===== src/rtl/mac_verifier.sv =====
// mac_verifier: receives a frame of N data words followed by N tag words
// (N = BLOCK_W/WORD_W, LSB word first). It recomputes the expected MAC as
// data XOR key and reports a pass/fail verdict per frame over a valid/ready
// result port. It also keeps saturating pass/fail counters for the link
// status register.
//
// Ports:
//   clk, reset            system clock, asynchronous active-high reset
//   key[BLOCK_W]          MAC key, sampled when data word 0 is accepted
//   in_valid/in_ready     word handshake; in_word is the payload,
//                         in_last marks the final tag word
//   out_valid/out_ready   verdict handshake; auth_ok is the verdict
//   frame_err             one-cycle pulse when a malformed frame is dropped
//   pass_count/fail_count saturating verdict counters
//
// state     | meaning
// ----------+------------------------------------------------------------
// LOAD_DATA | accepting data words 0..N-1 (key latched with word 0)
// LOAD_TAG  | accepting tag words 0..N-1; last one must carry in_last
// COMPARE   | one cycle: register verdict, bump a counter
// REPORT    | verdict presented until out_ready, no words accepted
module mac_verifier #(
  parameter int WORD_W  = 32,
  parameter int BLOCK_W = 256,
  parameter int CNT_W   = 16
) (
  input  logic               clk,
  input  logic               reset,
  input  logic [BLOCK_W-1:0] key,
  input  logic               in_valid,
  output logic               in_ready,
  input  logic [WORD_W-1:0]  in_word,
  input  logic               in_last,
  output logic               out_valid,
  input  logic               out_ready,
  output logic               auth_ok,
  output logic               frame_err,
  output logic [CNT_W-1:0]   pass_count,
  output logic [CNT_W-1:0]   fail_count
);

  localparam int N     = BLOCK_W / WORD_W;
  localparam int IDX_W = (N > 1) ? $clog2(N) : 1;
  localparam logic [IDX_W-1:0] LAST_IDX = IDX_W'(N - 1);

  typedef enum logic [1:0] {
    LOAD_DATA = 2'd0,
    LOAD_TAG  = 2'd1,
    COMPARE   = 2'd2,
    REPORT    = 2'd3
  } state_t;

  state_t             state, state_nxt;
  logic [IDX_W-1:0]   idx, idx_nxt;
  logic               ready_q, ready_nxt;
  logic               err_nxt;
  logic               xfer;
  logic               store_data, store_tag, latch_key, clear_frame, do_compare;
  logic [BLOCK_W-1:0] data_q, tag_q, key_q;
  logic               match;

  // in_ready is registered so it stays low through reset and the first
  // cycle after it; it tracks whether the next state accepts words.
  assign in_ready  = ready_q;
  assign xfer      = in_valid & ready_q;
  assign out_valid = (state == REPORT);
  assign match     = (tag_q == (data_q ^ key_q));

  always_comb begin
    state_nxt   = state;
    idx_nxt     = idx;
    err_nxt     = 1'b0;
    store_data  = 1'b0;
    store_tag   = 1'b0;
    latch_key   = 1'b0;
    clear_frame = 1'b0;
    do_compare  = 1'b0;
    case (state)
      LOAD_DATA: begin
        if (xfer) begin
          if (in_last) begin
            err_nxt     = 1'b1;
            clear_frame = 1'b1;
            idx_nxt     = '0;
          end else begin
            store_data = 1'b1;
            latch_key  = (idx == '0);
            if (idx == LAST_IDX) begin
              idx_nxt   = '0;
              state_nxt = LOAD_TAG;
            end else begin
              idx_nxt = idx + 1'b1;
            end
          end
        end
      end
      LOAD_TAG: begin
        if (xfer) begin
          // in_last must be set on the final tag word and only there
          if (in_last != (idx == LAST_IDX)) begin
            err_nxt     = 1'b1;
            clear_frame = 1'b1;
            idx_nxt     = '0;
            state_nxt   = LOAD_DATA;
          end else begin
            store_tag = 1'b1;
            if (idx == LAST_IDX) begin
              idx_nxt   = '0;
              state_nxt = COMPARE;
            end else begin
              idx_nxt = idx + 1'b1;
            end
          end
        end
      end
      COMPARE: begin
        do_compare = 1'b1;
        state_nxt  = REPORT;
      end
      REPORT: begin
        if (out_ready) state_nxt = LOAD_DATA;
      end
      default: state_nxt = LOAD_DATA;
    endcase
    ready_nxt = (state_nxt == LOAD_DATA) || (state_nxt == LOAD_TAG);
  end

  always_ff @(posedge clk or posedge reset) begin
    if (reset) begin
      state     <= LOAD_DATA;
      idx       <= '0;
      ready_q   <= 1'b0;
      frame_err <= 1'b0;
    end else begin
      state     <= state_nxt;
      idx       <= idx_nxt;
      ready_q   <= ready_nxt;
      frame_err <= err_nxt;
    end
  end

  always_ff @(posedge clk or posedge reset) begin
    if (reset) begin
      data_q <= '0;
      tag_q  <= '0;
      key_q  <= '0;
    end else if (clear_frame) begin
      data_q <= '0;
      tag_q  <= '0;
    end else begin
      if (latch_key) key_q <= key;
      for (int k = 0; k < N; k++) begin
        if (store_data && (idx == IDX_W'(k))) data_q[WORD_W*k +: WORD_W] <= in_word;
        if (store_tag  && (idx == IDX_W'(k))) tag_q[WORD_W*k +: WORD_W]  <= in_word;
      end
    end
  end

  always_ff @(posedge clk or posedge reset) begin
    if (reset) begin
      auth_ok    <= 1'b0;
      pass_count <= '0;
      fail_count <= '0;
    end else if (do_compare) begin
      auth_ok <= match;
      if (match) begin
        if (!(&pass_count)) pass_count <= pass_count + 1'b1;
      end else begin
        if (!(&fail_count)) fail_count <= fail_count + 1'b1;
      end
    end
  end

endmodule

===== config.mk =====
export PLATFORM = sky130hd
export DESIGN_NAME = mac_verifier
export DESIGN_NICKNAME = d
export VERILOG_FILES = /design/src/rtl/mac_verifier.sv
export SDC_FILE = /design/constraint.sdc
export NUM_CORES = 2
export LEC_CHECK = 0
export BUFFER_PORTS_ARGS = -buffer_cell sky130_fd_sc_hd__clkbuf_2
export CAP_MARGIN = 20
export CORE_ASPECT_RATIO = 2
export CORE_UTILIZATION = 45
export CTS_CLUSTER_SIZE = 24
export DETAILED_ROUTE_END_ITERATION = 16
export GPL_TIMING_DRIVEN = 0
export HOLD_SLACK_MARGIN = 0.05
export PLACE_DENSITY = 0.61
export SYNTH_ARGS = -nofsm -noshare
export SYNTH_HDL_FRONTEND = slang
export SYNTH_SLANG_ARGS = --single-unit

===== constraint.sdc =====
create_clock -name clk -period 42.8 [get_ports clk]
set_clock_uncertainty 0.1 [all_clocks]
set_input_delay 0 -clock clk [delete_from_list [all_inputs] [get_ports clk]]
set_output_delay 0 -clock clk [all_outputs]
set_load 0.02 [all_outputs]

==> results.md <==
* Result of the run: complete, no violations
* Multiplexer share of the synthesized area at 0.000887
* Depth of the most critical reg-to-reg path at 10
* Depth of the worst hold-timing path at 4
* Post-DP Area at 41500 um2
* R2R Setup Slk at 38.10 ns
* Type of destination of the critical path: flip-flop
* Die H at just over 400 um
* Maximum clock insertion buffer count at 3
* Smallest hold slack at between 0.07 and 0.08 ns
* Clk sink count at between 800 and 900
* Layout cell share with drive strength beyond 1 at 0.0969
* GPL Wtd Cong at roughly 1.0
* Routed via count at 32900
* Leading cell types by total area after synthesis: dfrtp_1 (53%), nand2_1 (18%), xnor3_1 (15%)
* Crit Path Class: reg2reg
* Period utilization at 0.110
* Nets at roughly 5200
* Slew @ Worst Pin at roughly 1.3 ns
* Cell area after synthesis at ~38000 um2
* Count of port buffers added during placement at roughly 300
* Final Routed Wirelength at 162000 um
* TritonCTS clock tree: yes
* DRC violations left at 0
* Hold Path End: key_q[125]$_DFFE_PP0P_
* Footprint of the multi-input gates at about 17000 um2
* Leading cell type in the layout, fill and taps excluded: nand2_1
* Unrepaired setup endpoints after global routing: false
* Area share of and/or/nand/nor cells after synthesis at 0.210
* Library cell used as clock root buffer: clkbuf_16
* First-pass GRT wire length at roughly 230000 um
* Count of final hold-check violations at 0
* Psw at between 900 and 1000 uW
* Clock latency on the worst-skew pair at about 0.68 ns
* Fmax at about 210 MHz
* Post-layout utilization of the core at 0.594
* Fin Setup TNS at 0 ns
* Number of levels in the clock H-tree at 3
* Violation count after the first detailed-route iteration at around 3100
* Post-layout min period at between 4 and 5 ns
* Source of the worst register-to-register timing path: state[1]$_DFF_PP0_
* Gate Count Post-Synth at slightly below 4000
* Number of flops mapped to enable cells by yosys at 0
* Average cell area after synthesis at 9.71 um2
* Xor and xnor area share after synthesis at 0.158
* Placeable core region at around 84000 um2
* Highest-count cells in the layout ignoring fill and taps: nand2_1 (1819), dfrtp_1 (808), dlygate4sd3_1 (545), a21oi_1 (491), clkbuf_2 (296)
* First-pass DRT Iterations at 6
* Pint at 1670 uW
* Clock power share at 0.287
* Crit path required time at approximately 43 ns
* Worst EP arrival at about 5.2 ns
* Peak supply drop at about 0.032 mV
* Largest net degree at the start of global routing at between 100 and 150
* HPWL after detailed placement at 118000 um
* Sequential share of the synthesized area at 0.531
* Largest family of logic cells by synthesized area: simple AND/OR/NAND/NOR gates
* Crit Path Max Fanout at 10
* Leakage at 0.0236 uW
* Power density relative to cell area at roughly 52 nW/um2
* Starting density of the core at 0.455
* Number of top-level design ports at ~330
* Final-report setup violation count at 0
* Synth Register Bits at between 800 and 900
* Vias per Instance at between 5 and 6
* Row count at 150
* Clock buffers created by TritonCTS at 77
* Total routing resource utilization after global routing at 0.385
* Relative slew margins at 0.136
* Routed length per placed instance at roughly 27 um
* GRT overflow at 0
* Pins over their slew limit at 0
* Worst Hold Class: in2reg
* Yosys synthesis warning count at 0
* Clk pin slew, worst setup/hold paths at around 0.07 ns
* Switching share of total power at 0.359
* Number of global-route vias before repair at approximately 33000
* Combinational share of power at 0.307
* Design area at 49700 um2
* Initial antenna violation count at 6
* Top cell type's share of synthesized area at 0.531
* Filler Cell Count at a little over 7000
* CP Launch Type: flip-flop
* Syn nets at roughly 4200
* Floorplan die width at about 210 um
* Largest area contributor in the synthesized netlist: dfrtp_1
* Number of antenna-violating nets in the routed design at 0
* Synthesis-to-layout area growth at 30.5%
* Worst min-delay path startpoint: key[125]
* Async set or reset register ratio after synthesis at 1.00
* Unique cell type count in the Yosys netlist at 38
* Post-CTS setup buffer count at 0
* Combined flip-flop and latch cell area at 20200 um2
* Endpoint of the worst-slack reg-to-reg timing path: key_q[62]$_DFFE_PP0P_
* DIE AREA at around 86000 um2
* Compound-Gate Fraction of Synth Area at 0.0662
* Flip-flop cell with the highest count after synthesis: dfrtp_1
* Adder-cell share of the synthesized area at 0.00263
* Number of max-cap violations at 0
* Portion of total power attributed to sequential cells at 0.406
==> registers in the layout, indices dropped and copies added (netlist names) <==
register and count:
frame_err 1, key_q 256, data_q 256, state 2, idx 3, pass_count 16
in_ready 1, auth_ok 1, fail_count 16, tag_q 256
==> Yosys cell counts (2+ instances only) <==
master,number
nand2_1,1819
dfrtp_1,808
a21oi_1,491
clkbuf_1,278
xnor3_1,256
nand4_1,74
nand3_1,44
nor4_1,19
xnor2_1,17
and3_1,15
inv_1,13
nor2_1,13
xor2_1,12
buf_2,8
ha_1,8
buf_1,6
or3_1,6
and2_1,4
nor3_2,4
and2_0,3
mux2_2,3
o21ai_0,3
and4_1,2
nor4_4,2
==> routing by layer <==
| metal | track usage | wire length (um) |
|---|---|---|
| met4 | 0.363 | 18400 |
| met5 | 0 | 30 |
| met3 | 0.0769 | 12200 |
| met1 | 0.429 | 55900 |
| met2 | 0.620 | 75700 |
==> metrics by stage <==
step | cells | setup WS (ns) | total power [uW]
after global routing | 5999 | 38.24 | 2670
after CTS | 5990 | 37.78 | 2580
final | 6000 | 38.10 | 2610
after floorplan | 3922 | 20.01 | 1430
after detailed placement | 5313 | 37.82 | 1800
after global placement | 5281 | 9.98 | 1780
==> worst max-delay path: stages, from the launching register on <==
cell      delay [ns]
dfrtp_1         0.42
inv_1           0.30
nand3_1         0.27
nor4_1          0.23
buf_2           0.24
and2_1          0.14
clkbuf_1        0.80
clkbuf_1        0.88
clkbuf_1        0.82
nand2_1         0.28
nand2_1         0.12
==> layout make-up <==
| class | count | area share |
|---|---|---|
| antenna | 2 | 0.000101 |
| inverter | 13 | 0.00113 |
| multi-input combinational | 2808 | 0.336 |
| sequential | 808 | 0.407 |
| clock inverter | 22 | 0.00740 |
| buffer | 293 | 0.0225 |
| timing repair buffer | 880 | 0.153 |
| clock buffer | 110 | 0.0462 |
| tap | 1064 | 0.0268 |
==> power groups by stage <==
stage | Clock, uW | Sequential (uW) | Combinational (uW)
2_1_floorplan | 0 | 1010 | 420
3_3_place_gp | 0 | 1060 | 715
3_5_place_dp | 0 | 1070 | 730
4_1_cts | 755 | 1050 | 772
5_1_grt | 778 | 1070 | 828
6_report | 749 | 1060 | 800
==> cells by family after synthesis <==
kind of cell	count (synthesis)
xor+xnor	285
buf+inv	306
compound gates	500
fa+ha+maj	8
simple gates	2012
mux	3
flops	808
==> timing repair <==
action	in CTS	in global routing
resized for setup	0	0
hold endpoints to repair	837	0
endpoints found under the setup margin	0	0
hold buffers	545	0
==> worst max path at each step <==
stage / start / to / slack (ns)
after floorplan: reset / auth_ok$_DFFE_PP0N_ / 20.01
after global placement: reset / key_q[214]$_DFFE_PP0P_ / 9.98
after detailed placement: state[1]$_DFF_PP0_ / key_q[62]$_DFFE_PP0P_ / 37.82
after CTS: state[1]$_DFF_PP0_ / key_q[62]$_DFFE_PP0P_ / 37.78
after global routing: state[0]$_DFF_PP0_ / tag_q[218]$_DFFE_PP0P_ / 38.24
final: state[1]$_DFF_PP0_ / key_q[62]$_DFFE_PP0P_ / 38.10
Note: power is estimated with default switching activity, not from simulation.
